## src/rtl/dmem_pkg.sv

```systemverilog
// Shared definitions for the data-memory arbiter: default geometry, port
// indices and the record kept in the one-entry response stage.
package dmem_pkg;

  localparam int DATA_WIDTH_DEF = 32;
  localparam int DATA_WORDS_DEF = 512;

  // Port indices; also used as the owner tag of a response.
  localparam logic PORT_CPU = 1'b0;
  localparam logic PORT_DBG = 1'b1;

  // One in-flight access, captured at grant time and retired a cycle later.
  typedef struct packed {
    logic valid;    // an access was granted last cycle
    logic owner;    // PORT_CPU or PORT_DBG
    logic err;      // misaligned or out-of-range
    logic is_load;  // legal load: return RAM data, otherwise zero
  } rsp_rec_t;

  // The port that is not p.
  function automatic logic other_port(input logic p);
    return ~p;
  endfunction

endpackage

```

## src/rtl/dmem_rr_pick.sv

```systemverilog
// Two-way request picker. Fixed priority to the CPU port when CPU_PRIORITY
// is set, otherwise round-robin between the two ports. The pointer names the
// port preferred on a tie and only moves after a tie is resolved.
module dmem_rr_pick
  import dmem_pkg::*;
#(
  parameter int CPU_PRIORITY = 0
) (
  input  logic       clk,
  input  logic       reset,
  input  logic [1:0] req,
  output logic [1:0] gnt
);

  logic ptr_q;  // preferred port on a tie
  logic win;    // index of the granted port (meaningful when |gnt)

  // Grant at most one requester; nothing is granted while in reset.
  always_comb begin
    // NOTE: every signal driven here gets a default first, so no path through the block leaves it unassigned and infers a latch.
    gnt = 2'b00;
    win = PORT_CPU;
    if (!reset) begin
      case (req)
        2'b01: begin
          gnt = 2'b01;
          win = PORT_CPU;
        end
        2'b10: begin
          gnt = 2'b10;
          win = PORT_DBG;
        end
        2'b11: begin
          if (CPU_PRIORITY != 0 || ptr_q == PORT_CPU) begin
            gnt = 2'b01;
            win = PORT_CPU;
          end else begin
            gnt = 2'b10;
            win = PORT_DBG;
          end
        end
        default: begin
          gnt = 2'b00;
          win = PORT_CPU;
        end
      endcase
    end
  end

  // Hand the tie preference to the loser after a contested cycle.
  always_ff @(posedge clk) begin
    // NOTE: clocked state is updated with non-blocking assignments so every register samples pre-edge values, independent of statement order.
    if (reset) begin
      ptr_q <= PORT_CPU;
    end else if (CPU_PRIORITY == 0 && req == 2'b11) begin
      ptr_q <= other_port(win);
    end
  end

endmodule

```

## src/rtl/dmem_arbiter.sv

```systemverilog
// Arbiter sharing the single-port synchronous-read data memory between the
// CPU load/store unit (port 0) and the debug/program-loader port (port 1).
// One access is granted per cycle; its RAM address, write data and write
// enable are driven combinationally in the grant cycle, and the response is
// returned to the owning port in the following cycle.
module dmem_arbiter
  import dmem_pkg::*;
#(
  parameter int DATA_WIDTH   = DATA_WIDTH_DEF,
  parameter int DATA_WORDS   = DATA_WORDS_DEF,
  parameter int ADDR_W       = $clog2(DATA_WORDS),
  parameter int CPU_PRIORITY = 0
) (
  input  logic                  clk,
  input  logic                  reset,

  input  logic                  p0_req_valid,
  output logic                  p0_req_ready,
  input  logic                  p0_req_we,
  input  logic [31:0]           p0_req_addr,
  input  logic [DATA_WIDTH-1:0] p0_req_wdata,
  output logic                  p0_rsp_valid,
  output logic [DATA_WIDTH-1:0] p0_rsp_rdata,
  output logic                  p0_rsp_err,

  input  logic                  p1_req_valid,
  output logic                  p1_req_ready,
  input  logic                  p1_req_we,
  input  logic [31:0]           p1_req_addr,
  input  logic [DATA_WIDTH-1:0] p1_req_wdata,
  output logic                  p1_rsp_valid,
  output logic [DATA_WIDTH-1:0] p1_rsp_rdata,
  output logic                  p1_rsp_err,

  output logic [ADDR_W-1:0]     mem_addr,
  output logic                  mem_we,
  output logic [DATA_WIDTH-1:0] mem_wd,
  input  logic [DATA_WIDTH-1:0] mem_rd,

  output logic                  busy
);

  // First byte address past the end of the array.
  localparam logic [31:0] ADDR_LIMIT = 32'(DATA_WORDS * 4);

  logic [1:0]            req;
  logic [1:0]            gnt;
  logic                  xfer;
  logic                  sel;
  logic                  sel_we;
  logic [31:0]           sel_addr;
  logic [DATA_WIDTH-1:0] sel_wdata;
  logic                  legal;
  logic [ADDR_W-1:0]     word_idx;
  logic [ADDR_W-1:0]     addr_q;
  rsp_rec_t              rsp_d;
  rsp_rec_t              rsp_q;
  logic                  rsp_live;
  logic [DATA_WIDTH-1:0] rsp_rdata;

  // ---------------------------------------------------------------- grant
  assign req = {p1_req_valid, p0_req_valid};

  dmem_rr_pick #(
    .CPU_PRIORITY (CPU_PRIORITY)
  ) u_pick (
    .clk   (clk),
    .reset (reset),
    .req   (req),
    .gnt   (gnt)
  );

  assign p0_req_ready = gnt[PORT_CPU];
  assign p1_req_ready = gnt[PORT_DBG];
  assign xfer         = |gnt;
  assign sel          = gnt[PORT_DBG] ? PORT_DBG : PORT_CPU;

  // Steer the selected port's request fields onto the shared RAM path.
  always_comb begin
    sel_we    = p0_req_we;
    sel_addr  = p0_req_addr;
    sel_wdata = p0_req_wdata;
    if (sel == PORT_DBG) begin
      sel_we    = p1_req_we;
      sel_addr  = p1_req_addr;
      sel_wdata = p1_req_wdata;
    end
  end

  // ------------------------------------------------------------- legality
  // Out-of-range addresses are flagged here, before the index is truncated,
  // so a high address never aliases onto a low word.
  assign legal    = (sel_addr[1:0] == 2'b00) && (sel_addr < ADDR_LIMIT);
  assign word_idx = sel_addr[ADDR_W+1:2];

  // ---------------------------------------------------------- RAM drive
  assign mem_addr = xfer ? word_idx : addr_q;
  assign mem_wd   = sel_wdata;
  assign mem_we   = xfer & sel_we & legal;

  // Keep the last granted word index so the RAM address is quiet when idle.
  always_ff @(posedge clk) begin
    if (reset) begin
      addr_q <= '0;
    end else if (xfer) begin
      addr_q <= word_idx;
    end
  end

  // ------------------------------------------------------- response stage
  // Describe the access granted this cycle for retirement next cycle.
  always_comb begin
    rsp_d         = '0;
    rsp_d.valid   = xfer;
    rsp_d.owner   = sel;
    rsp_d.err     = ~legal;
    rsp_d.is_load = ~sel_we & legal;
  end

  // One-entry response register; a pending response is dropped by reset.
  always_ff @(posedge clk) begin
    if (reset) begin
      rsp_q <= '0;
    end else begin
      rsp_q <= rsp_d;
    end
  end

  // Reset also masks the outputs within the reset cycle itself, so a
  // response captured just before reset is never seen by either port.
  assign rsp_live  = rsp_q.valid & ~reset;
  assign rsp_rdata = rsp_q.is_load ? mem_rd : '0;

  assign p0_rsp_valid = rsp_live & (rsp_q.owner == PORT_CPU);
  assign p0_rsp_err   = p0_rsp_valid & rsp_q.err;
  assign p0_rsp_rdata = p0_rsp_valid ? rsp_rdata : '0;

  assign p1_rsp_valid = rsp_live & (rsp_q.owner == PORT_DBG);
  assign p1_rsp_err   = p1_rsp_valid & rsp_q.err;
  assign p1_rsp_rdata = p1_rsp_valid ? rsp_rdata : '0;

  assign busy = rsp_live;

endmodule

```

## config.mk

```make
export PLATFORM = sky130hd
export DESIGN_NAME = dmem_arbiter
export DESIGN_NICKNAME = d
export VERILOG_FILES = /design/src/rtl/dmem_pkg.sv /design/src/rtl/dmem_rr_pick.sv /design/src/rtl/dmem_arbiter.sv
export SDC_FILE = /design/constraint.sdc
export NUM_CORES = 1
export LEC_CHECK = 0
export ABC_AREA = 0
export BUFFER_PORTS_ARGS = -buffer_cell sky130_fd_sc_hd__buf_4
export CORE_AREA = 10 10 99 101
export DETAILED_ROUTE_END_ITERATION = 7
export DIE_AREA = 0 0 109 111
export SLEW_MARGIN = 20
export SYNTH_ARGS = -nofsm -noshare
export SYNTH_HDL_FRONTEND = slang
export SYNTH_SLANG_ARGS = --single-unit
```

## constraint.sdc

```tcl
create_clock -name clk -period 3.82 [get_ports clk]
set_clock_uncertainty 0.1 [all_clocks]
set_input_delay 0.191 -clock clk [delete_from_list [all_inputs] [get_ports clk]]
set_output_delay 0.191 -clock clk [all_outputs]
set_load 0.01 [all_outputs]
```

==> summary.txt, run 1 <==
Timing
  • Final Slew Violations: 0
  • Minimum clock period: roughly 2.5 ns
  • RSZ-0062 raised after global routing: false
  • Post-route setup slack: approximately 1.3 ns
  • Slew @ Worst Pin: just under 1 ns
  • Final Setup Violations: 0
  • Final Hold Viols: 0
  • Rel. slew slack: between 30% and 40%
  • Crit share post-route: about two thirds
  • Fmax: just over 400 MHz
  • Setup TNS: 0 ns

Routing
  • First-pass DRT Iterations: 6
  • Final WL: approximately 12,000 um
  • Initial drt markers: roughly 130
  • Routed Antenna Nets: 0
  • Avg Vias per Cell: around 4.3
  • Drt wl/cell: 17.49 um
  • DRC violations left: 0
  • Detailed-route via count: about 2.9k

CTS
  • CTS tree: done
  • Root buffer cell: clkbuf_8
  • CTS Sinks: 14
  • CTS buffer count: 3
  • CTS Hold Buffers Added: 0
  • Clk pin slew, worst setup/hold paths: 0.06 ns
  • Max Root-Sink Buffers: 2
  • Skew-Pair Late Insertion Delay: 0.24 ns
  • CTS resizes: 0
  • Postcts setup bufs: 0
  • # H-tree levels: 1

Floorplanning
  • IO Pins: around 280
  • Die Ht: 111 um
  • Core region area: 0.007969 mm^2
  • Die W: 109 um
  • Starting Density: 20.36%
  • Die ar.: around 0.012 mm^2
  • Std cell rows: 33

Cells and area
  • Nets@finish: 737
  • Layout cells sized above 1: about half
  • Fin util: between 40% and 50%
  • Most common cell after layout, fill and taps aside: buf_4
  • Design Area, Final: between 0.003 and 0.004 mm^2
  • Area grow syn2layout: 134.5%
  • Most frequent cells in the layout: 279 x buf_4, 134 x nand2_1, 77 x nor2_1
  • N_diodes: 0

Critical path
  • Worst r2r src: u_pick.ptr_q
  • Reg-to-reg endpoint: rsp_q[0]
  • CP Capture Type: output pin
  • Worst path required time: 3.53 ns
  • CP max-delay cell: inv_2
  • Critical path class: register to output pin
  • Worst Reg2Reg Path Length in Cells: 5
  • CP Launch Type: register
  • FF-to-FF setup slack: 1.91 ns
  • Worst Path Arrival: between 2 and 2.5 ns
  • Crit-path cells: nand2b_4, nand2_8, inv_2, mux2_2, o211a_1, buf_4
  • CP max stage delay: approximately 0.54 ns
  • CP max FO: 45

Yosys
  • Yosys warnings: 0
  • Cells after Synth: between 300 and 400
  • Number of synthesized flops with an enable pin: 0
  • Yosys cell types: 25
  • Syn Std Cell Area: approximately 0.0016 mm^2
  • Post-synthesis async set-or-reset flop share: 0%
  • Syn Nets: between 400 and 500
  • Top FF cell, synth: dfxtp_1
  • Register area share after synthesis: around 17%
  • Seq cells post-synth: 14
  • Syn_area_per_cell: roughly 5.3 um^2

Pwr
  • Switching Share: between 20% and 30%
  • Maximum vdd drop: ~0.16 mV
  • Leakage power: between 0.002 and 0.0025 uW
  • Share of power burned in registers: 25.7%
  • Pint: ~440 uW
  • Logic pwr share: around half
  • Net Switching: around 190 uW
  • Clk network pwr share: approximately 23%
  • Pwr Density: 163.3 mW/mm^2

Global routing
  • First-pass GRT wire length: 16,890 um
  • Pin count of the biggest net entering global routing: 46
  • Global route total overflow: 0
  • Vias in the first global route: between 2k and 3k
  • Initial antenna violation count: 0
  • Total GRT Usage: 17.52%

Hold path
  • Hold wc startpoint: p0_req_we
  • Hold depth: 3
  • WHS Endpoint: rsp_q[0]
  • Hold/Removal Path Class: input pin to register

Placed design
  • Post-Place Cell Area: approximately 0.0037 mm^2
  • DPL Wire Length: between 10,000 and 15,000 um
  • Dpl ws: 1.530 ns
  • GP Congestion: around 0.86
  • Port Buffers: between 200 and 300

Run status
  • Status: finished clean

Job
  • Max-cap check violation count: 0
## power groups by stage
stage               sequential [uW]  clock (uW)  combinational, uW
global route                    161         151                350
CTS                             160         144                325
finish                          160         140                321
global placement                162           0                320
floorplan                       162           0                112
detailed placement              163           0                324
## layer usage
metal | GRT usage (%) | wire length, um | vias to the layer above
met5 | 0 | 0 | -
met4 | 3.782 | 213 | 0
met3 | 4.709 | 1097 | 16
met2 | 34.53 | 6311 | 129
met1 | 17.19 | 4186 | 1247
li1 | - | - | 1502
## cell families after synthesis
kind of cell              share of synthesized area (%)
muxes                                             6.245
and+or+nand+nor                                   59.83
buffers and inverters                             7.864
DFF                                               17.27
AOI/OAI and AO/OA                                 8.249
xor gates and xnor gates                         0.5398
## worst max-delay path by stage
| stage | cells after the start | to | from |
|---|---|---|---|
| finish | 6 | mem_we | u_pick.ptr_q |
| floorplan | 5 | mem_we | u_pick.ptr_q |
| global placement | 7 | mem_we | reset |
| CTS | 6 | mem_we | u_pick.ptr_q |
| global route | 6 | mem_we | u_pick.ptr_q |
| detailed placement | 7 | mem_we | reset |
## cell usage after synthesis, types with 2 or more instances
master,count,area [um^2]
mux2i_1,9,90.09
dfxtp_1,14,280.3
nand4_1,2,12.51
nor3_1,4,20.02
nand2_1,135,506.7
nor4_1,10,62.56
a211oi_1,9,67.56
clkbuf_1,5,18.77
nor2_1,78,292.8
a21oi_1,9,45.04
buf_2,15,75.07
inv_1,5,18.77
## worst max-delay path: cells and delay by family, from the launching register on
kind,cells,cell delay [ns]
buffers and inverters,2,0.68
and+or+nand+nor,2,0.35
muxes,1,0.40
AOI/OAI and AO/OA,1,0.13
DFF,1,0.36
## flip-flops by register name (all words and copies together) (netlist names)
name	flops
rsp_q	4
u_pick.ptr_q	1
addr_q	9
## cell type report
cell class | count | area (um^2)
Sequential cell | 14 | 281.5
Inverter | 6 | 22.52
Tap cell | 105 | 131.4
Multi-Input combinational cell | 267 | 1220
Clock buffer | 4 | 55.05
Fill cell | 824 | 4164
Timing Repair Buffer | 279 | 2095
## metrics by stage
step           hold WS (ns)  power (uW)  std cells
5_1_grt              0.1472       661.6        675
2_1_floorplan        0.1703       273.8        308
3_3_place_gp         0.3915       482.7        671
4_1_cts              0.1393       629.0        675
3_5_place_dp         0.3961       486.4        671
6_report             0.1396       621.4        675
(Power assumes the default switching activity.)
==> run 2, diff against run 1 <==
--- a/config.mk
+++ b/config.mk
@@ -5,11 +5,12 @@
 export SDC_FILE = /design/constraint.sdc
 export NUM_CORES = 1
 export LEC_CHECK = 0
-export ABC_AREA = 0
+export ABC_AREA = 1
 export BUFFER_PORTS_ARGS = -buffer_cell sky130_fd_sc_hd__buf_4
 export CORE_AREA = 10 10 99 101
 export DETAILED_ROUTE_END_ITERATION = 7
 export DIE_AREA = 0 0 109 111
+export PLACE_DENSITY = 0.69
 export SLEW_MARGIN = 20
 export SYNTH_ARGS = -nofsm -noshare
 export SYNTH_HDL_FRONTEND = slang
==> constraint.sdc (replaced) <==
create_clock -name clk -period 2.4 [get_ports clk]
set_clock_uncertainty 0.1 [all_clocks]
set_input_delay 0.12 -clock clk [delete_from_list [all_inputs] [get_ports clk]]
set_output_delay 0.12 -clock clk [all_outputs]
set_load 0.01 [all_outputs]
==> run 2 against run 1 <==
Power up 59%; synthesized cell count up 32%; setup slack got worse by 0.96 ns; non-clock buffer count is 3 higher; critical path type unchanged; critical endpoint unchanged.
==> summary.txt, run 2 <==
CTS
  • CTS buffer count: 3 (unchanged)
  • Root buffer cell: clkbuf_8
  • Postcts setup bufs: 0 (unchanged)
  • CTS tree: done
  • CTS Sinks: 14 (unchanged)
  • # H-tree levels: 1 (unchanged)
  • CTS Hold Buffers Added: 0 (unchanged)
  • Clk pin slew, worst setup/hold paths: 0.05 ns (about the same)
  • CTS resizes: 0 (unchanged)
  • Skew-Pair Late Insertion Delay: 0.24 ns (about the same)
  • Max Root-Sink Buffers: 2 (unchanged)

Yosys
  • Top FF cell, synth: dfxtp_1
  • Yosys cell types: 22 (-12%)
  • Top cell type by total area after synthesis: nand2_1
  • Dominant cells by area after synthesis: nand2_1 34%, nor3_1 16%, dfxtp_1 14%
  • Yosys warnings: 0 (unchanged)
  • Commonest cells in the netlist: 180 x nand2_1, 63 x nor3_1, 50 x inv_1
  • Top-count cell post-synth: nand2_1
  • Yosys top cell area share: 34.01% (+2.8 points)
  • Seq cells post-synth: 14 (unchanged)
  • Cells after Synth: 407 (+32%)
  • Number of synthesized flops with an enable pin: 0 (unchanged)
  • Register area share after synthesis: 14.11% (-3.2 points)
  • Syn_area_per_cell: 4.882 um^2 (-7.3%)
  • Post-synthesis async set-or-reset flop share: 0% (unchanged)
  • Syn Nets: 573 (+21%)
  • Syn Std Cell Area: 0.001987 mm^2 (+22%)

Job
  • Max-cap check violation count: 0 (unchanged)

Routing
  • Avg Vias per Cell: 4.257 (-0.71%)
  • DRC violations left: 0 (unchanged)
  • Routed Antenna Nets: 0 (unchanged)
  • Drt wl/cell: 14.98 um (-14%)
  • Final WL: 11,610 um (-1.7%)
  • First-pass DRT Iterations: 4 (-2)
  • Detailed-route via count: 3,299 (+14%)
  • Initial drt markers: 119 (-4.8%)

Timing
  • Final Slew Violations: 0 (unchanged)
  • Final Setup Violations: 0 (unchanged)
  • Minimum clock period: slightly above 2 ns
  • Crit share post-route: around 84%
  • Fmax: just under 500 MHz
  • RSZ-0062 raised after global routing: false
  • Final Hold Viols: 0 (unchanged)
  • Setup TNS: 0 ns (unchanged)
  • Slew @ Worst Pin: 0.6405 ns (-0.3365 ns)
  • Rel. slew slack: 57.24% (+22 points)

Cells and area
  • Most frequent cells in the layout: 282 x buf_4, 180 x nand2_1, 63 x nor3_1
  • Fill cells: 827 (+0.36%)
  • Fin util: 51.80% (+4.1 points)
  • Largest registers: addr_q: 9 flops, rsp_q: 4 flops, u_pick.ptr_q: 1 flops
  • Area grow syn2layout: 107.7%
  • N_diodes: 0 (unchanged)
  • Non-filler cells, final: 775 (+15%)
  • Design Area, Final: 0.004128 mm^2 (+8.5%)
  • Nets@finish: 838 (+14%)
  • Max reg flops: 9 (unchanged)
  • Layout cells sized above 1: 45.22% (-6.0 points)
  • Top reg by flops: addr_q
  • Most common cell after layout, fill and taps aside: buf_4

Global routing
  • Pin count of the biggest net entering global routing: 45 (-2.2%)
  • Global route total overflow: 0 (unchanged)
  • First-pass GRT wire length: 16,880 um (about the same)
  • Total GRT Usage: 17.18% (-0.34 points)
  • Initial antenna violation count: 0 (unchanged)
  • Vias in the first global route: 3,198 (+13%)

Critical path
  • CP Launch Type: register
  • CP max FO: 28 (-38%)
  • Critical path class: register to output pin
  • Worst path required time: 2.18 ns (-1.35 ns)
  • Worst Path Arrival: 1.79 ns (-0.39 ns)
  • CP Capture Type: output pin

Floorplanning
  • Die W: 109 um (unchanged)
  • Die Ht: 111 um (unchanged)
  • IO Pins: 279 (unchanged)
  • Starting Density: 24.93% (+4.6 points)
  • Std cell rows: 33 (unchanged)
  • Die ar.: 0.01210 mm^2 (unchanged)
  • Core region area: 0.007969 mm^2 (unchanged)

Pwr
  • Maximum vdd drop: 0.1574 mV (-3.8%)
  • Total Power: 986.1 uW (+59%)
  • Pwr Density: 238.9 mW/mm^2 (+46%)
  • Leakage power: 0.002452 uW (+17%)

Run status
  • Status: finished clean

Placed design
  • Placed insts: 772 (+15%)
  • GP Congestion: 0.9184 (+6.5%)
  • Port Buffers: 278 (unchanged)
  • Post-Place Cell Area: 0.004086 mm^2 (+9.1%)
  • DPL Wire Length: 10,140 um (-1.0%)

Hold path
  • Hold/Removal Path Class: input pin to register
## run 2: cell types whose count changed after synthesis, sizes merged, moves of 3 or more
cell | before | now
inv | 6 | 56
a211oi | 9 | 0
nor2 | 78 | 46
nand2 | 136 | 185
mux2i | 9 | 0
and2 | 0 | 3
nor3 | 5 | 66
nand3 | 0 | 4
nor4 | 10 | 0
## run 2: area by class of cell
cell class	count	area (um^2)	share of cell area (%)
Clock buffer	3	41.29	1.000
Inverter	56	215.2	5.214
Multi-Input combinational cell	315	1343	32.53
Sequential cell	14	280.3	6.790
Tap cell	105	131.4	3.183
Timing Repair Buffer	282	2117	51.29
## run 2: cells by family after synthesis
| logic type | after synthesis | share of synthesized area [%] |
|---|---|---|
| AO/OA/AOI/OAI | 11 | 3.337 |
| flip-flops | 14 | 14.11 |
| buffers and inverters | 78 | 18.32 |
| AND/OR/NAND/NOR | 304 | 64.23 |
## run 2: worst max-delay path: stages (launching register included)
cell     delay, ns
dfxtp_1       0.32
inv_1         0.06
nand2_1       0.09
nand2_4       0.22
buf_4         0.34
nand2_1       0.12
nand2_1       0.08
nand2_1       0.04
nor2_1        0.13
buf_4         0.14
## run 2: final timing paths
path / from / end / slack [ns] / cells after the start
worst max register to register: u_pick.ptr_q / addr_q[8] / 0.83 / 8
worst min-delay path: p1_req_we / rsp_q[0] / 0.05 / 4
worst max-delay path: u_pick.ptr_q / mem_we / 0.39 / 9
worst min register to register: addr_q[4] / addr_q[4] / 0.37 / 2
## run 2: stage by stage
step           worst slack, ns  hold slack, ns
3_3_place_gp            0.6830          0.3057
6_report                0.3871         0.05311
3_5_place_dp            0.6531          0.3053
2_1_floorplan            1.027          0.1811
4_1_cts                 0.3762         0.04866
5_1_grt                 0.2302         0.05784
## run 2: layer usage
layer,track usage [%],vias up,share of wire [%]
li1,-,1752,-
met1,16.59,1393,35
met2,33.57,144,54
met3,5.233,10,9.7
met4,4.134,0,1.3
met5,0,-,0
## run 2: power breakdown
group          switching [uW]  total, uW  internal (uW)
clock network            75.9        187            111
registers                4.39        252            247
logic                     244        548            304
==> run 3, diff against run 2 <==
--- a/config.mk
+++ b/config.mk
@@ -5,12 +5,12 @@
 export SDC_FILE = /design/constraint.sdc
 export NUM_CORES = 1
 export LEC_CHECK = 0
-export ABC_AREA = 1
+export ABC_AREA = 0
 export BUFFER_PORTS_ARGS = -buffer_cell sky130_fd_sc_hd__buf_4
-export CORE_AREA = 10 10 99 101
+export CORE_AREA = 10 10 100 102
 export DETAILED_ROUTE_END_ITERATION = 7
-export DIE_AREA = 0 0 109 111
-export PLACE_DENSITY = 0.69
+export DIE_AREA = 0 0 110 112
+export PLACE_DENSITY = 0.65
 export SLEW_MARGIN = 20
 export SYNTH_ARGS = -nofsm -noshare
 export SYNTH_HDL_FRONTEND = slang
==> constraint.sdc (replaced) <==
create_clock -name clk -period 1.7 [get_ports clk]
set_clock_uncertainty 0.1 [all_clocks]
set_input_delay 0.085 -clock clk [delete_from_list [all_inputs] [get_ports clk]]
set_output_delay 0.085 -clock clk [all_outputs]
set_load 0.01 [all_outputs]
==> run 3 against run 2 <==
Clock-buffer cell count rose by 1; utilization fell by 2.4 points; non-clock buffer count rose by 9; final area fell by 3.7%; power rose by 47%; setup slack got worse by 0.33 ns; critical endpoint unchanged; largest cell class unchanged.
==> summary.txt, run 3 (synthesized netlist as in run 1, its figures left out) <==
Run status
  • Status: finished clean

Cells and area
  • Area grow syn2layout: 144.9%
  • Fin util: 49.36% (-2.4 points)
  • Top reg by flops: addr_q
  • Max reg flops: 9 (unchanged)
  • Most common cell after layout, fill and taps aside: buf_4
  • Layout cells sized above 1: 53.95% (+8.7 points)
  • Design Area, Final: 0.003974 mm^2 (-3.7%)
  • N_diodes: 0 (unchanged)
  • Most frequent cells in the layout: 288 x buf_4, 135 x nand2_1, 77 x nor2_1
  • Fill cells: 848 (+2.5%)
  • Nets@finish: 749 (-11%)
  • Largest registers: addr_q: 9 flops, rsp_q: 4 flops, u_pick.ptr_q: 1 flops

Timing
  • Fmax: slightly above 600 MHz
  • Final Slew Violations: 0 (unchanged)
  • Final Setup Violations: 0 (unchanged)
  • Crit share post-route: between 90% and 100%
  • Final Hold Viols: 0 (unchanged)
  • RSZ-0062 raised after global routing: true
  • Slew @ Worst Pin: 0.3425 ns (-0.2980 ns)
  • Rel. slew slack: 77.17% (+20 points)
  • Hold Slack: 0.01554 ns (-0.03757 ns)
  • Minimum clock period: about 1.6 ns

Critical path
  • Worst r2r src: u_pick.ptr_q
  • Worst Reg2Reg Path Length in Cells: 6 (-2)
  • CP max FO: 6 (-79%)
  • CP Launch Type: register
  • Reg-to-reg endpoint: addr_q[2]
  • CP endpoint: mem_we
  • FF-to-FF setup slack: 0.32 ns (-0.51 ns)
  • Worst Path Arrival: 1.46 ns (-0.33 ns)
  • Critical path class: register to output pin
  • Buf/Inv on CP: 2 (-1)
  • Delay-heaviest family, CP: flip-flops
  • Crit. path cell count: 6 (-3)
  • CP Capture Type: output pin
  • Worst path required time: 1.51 ns (-0.67 ns)
  • Crit-path cells: nand2b_4, nand2_8, inv_4, mux2_2, o211a_1, buf_4
  • CP max stage delay: 0.33 ns (about the same)
  • CP max-delay cell: dfxtp_2
  • Critical path origin: u_pick.ptr_q

Pwr
  • Leakage power: 0.002135 uW (-13%)
  • Maximum vdd drop: 0.3432 mV (+120%)
  • Pwr Density: 365.7 mW/mm^2 (+53%)
  • Total Power: 1453 uW (+47%)

CTS
  • CTS tree: done
  • CTS Sinks: 14 (unchanged)
  • Skew-Pair Late Insertion Delay: 0.24 ns (about the same)
  • # H-tree levels: 1 (unchanged)
  • Clk pin slew, worst setup/hold paths: 0.06 ns (about the same)
  • Root buffer cell: clkbuf_8
  • Max Root-Sink Buffers: 2 (unchanged)
  • CTS buffer count: 3 (unchanged)

Routing
  • Avg Vias per Cell: 4.258 (about the same)
  • Routed Antenna Nets: 0 (unchanged)
  • First-pass DRT Iterations: 4 (unchanged)
  • DRC violations left: 0 (unchanged)
  • Drt wl/cell: 16.99 um (+13%)
  • Final WL: 11,680 um (+0.57%)
  • Detailed-route via count: 2,925 (-11%)
  • Initial drt markers: 185 (+55%)

Placed design
  • Post-Place Cell Area: 0.003819 mm^2 (-6.6%)
  • DPL Wire Length: 10,070 um (-0.74%)
  • Port Buffers: 278 (unchanged)
  • GP Congestion: 0.8949 (-2.6%)

Hold path
  • Hold/Removal Path Class: input pin to register

Floorplanning
  • Std cell rows: 33 (unchanged)
  • Die Ht: 112 um (+0.90%)
  • IO Pins: 279 (unchanged)
  • Core region area: 0.008051 mm^2 (+1.0%)
  • Die W: 110 um (+0.92%)
  • Die ar.: 0.01232 mm^2 (+1.8%)
  • Starting Density: 20.16% (-4.8 points)

Global routing
  • First-pass GRT wire length: 16,680 um (-1.1%)
  • Global route total overflow: 0 (unchanged)
  • Initial antenna violation count: 0 (unchanged)
  • Vias in the first global route: 2,882 (-9.9%)
  • Pin count of the biggest net entering global routing: 35 (-22%)
  • Total GRT Usage: 16.91% (-0.26 points)

Job
  • Max-cap check violation count: 0 (unchanged)
## run 3: cell count changes in the layout (fill, tap and decap cells not counted), sizes merged, moves of 4 or more
| cell | before | now |
|---|---|---|
| nor3 | 66 | 5 |
| inv | 56 | 6 |
| nand2 | 185 | 136 |
| nor2 | 46 | 78 |
| nor4 | 0 | 10 |
| a211oi | 0 | 9 |
| buf | 282 | 291 |
| mux2i | 0 | 9 |
| nand3 | 4 | 0 |
## run 3: metal layers
| metal | vias up | track usage (%) | part of all wire [%] |
|---|---|---|---|
| li1 | 1525 | - | - |
| met1 | 1234 | 17.19 | 35 |
| met2 | 146 | 32.50 | 53 |
| met3 | 20 | 4.729 | 10 |
| met4 | 0 | 3.819 | 1.8 |
| met5 | - | 0 | 0 |
## run 3: worst min path at each step
stage	from	end	slack (ns)	cells after the start
final	reset	addr_q[0]	0.02	2
after global routing	reset	addr_q[4]	0.02	2
after CTS	reset	addr_q[5]	0.009	2
after detailed placement	reset	addr_q[2]	0.27	2
after global placement	reset	addr_q[5]	0.27	2
after floorplan	reset	rsp_q[1]	0.06	1
## run 3: repair_timing
item	in CTS	in global routing
pin swaps	1	0
buffers inserted	2	2
endpoints found under the setup margin	24	18
gates cloned	0	0
hold buffers	0	0
resized for setup	3	14
## run 3: cell type report
class                      instances  area [um^2]  share of cell area, %
clock buffer                       4        55.05                  1.385
inverter                           6        25.02                 0.6297
multi-input combinational        267         1276                  32.12
sequential                        14        281.5                  7.084
tap                              105        131.4                  3.306
timing repair buffer             291         2205                  55.48
## run 3: power breakdown
part / total [uW] / internal, uW / switching [uW]
Combinational: 768 / 458 / 310
Sequential: 358 / 352 / 6.53
Clock: 327 / 205 / 122
Total: 1450 / 1010 / 438
## run 3: per-stage QoR
stage | instances | worst slack, ns | TNS [ns]
2_1_floorplan | 308 | 0.3400 | 0
3_3_place_gp | 679 | 0.1610 | 0
3_5_place_dp | 679 | 0.1308 | 0
4_1_cts | 685 | 0.005162 | 0
5_1_grt | 687 | -0.02113 | -0.08279
6_report | 687 | 0.05615 | 0
## run 3: worst register-to-register path, cell delays in order (launching register included)
cell	delay, ns
dfxtp_2	0.33
nand2b_4	0.14
nand2_8	0.07
buf_6	0.15
mux2i_2	0.16
buf_4	0.13
a211oi_1	0.20
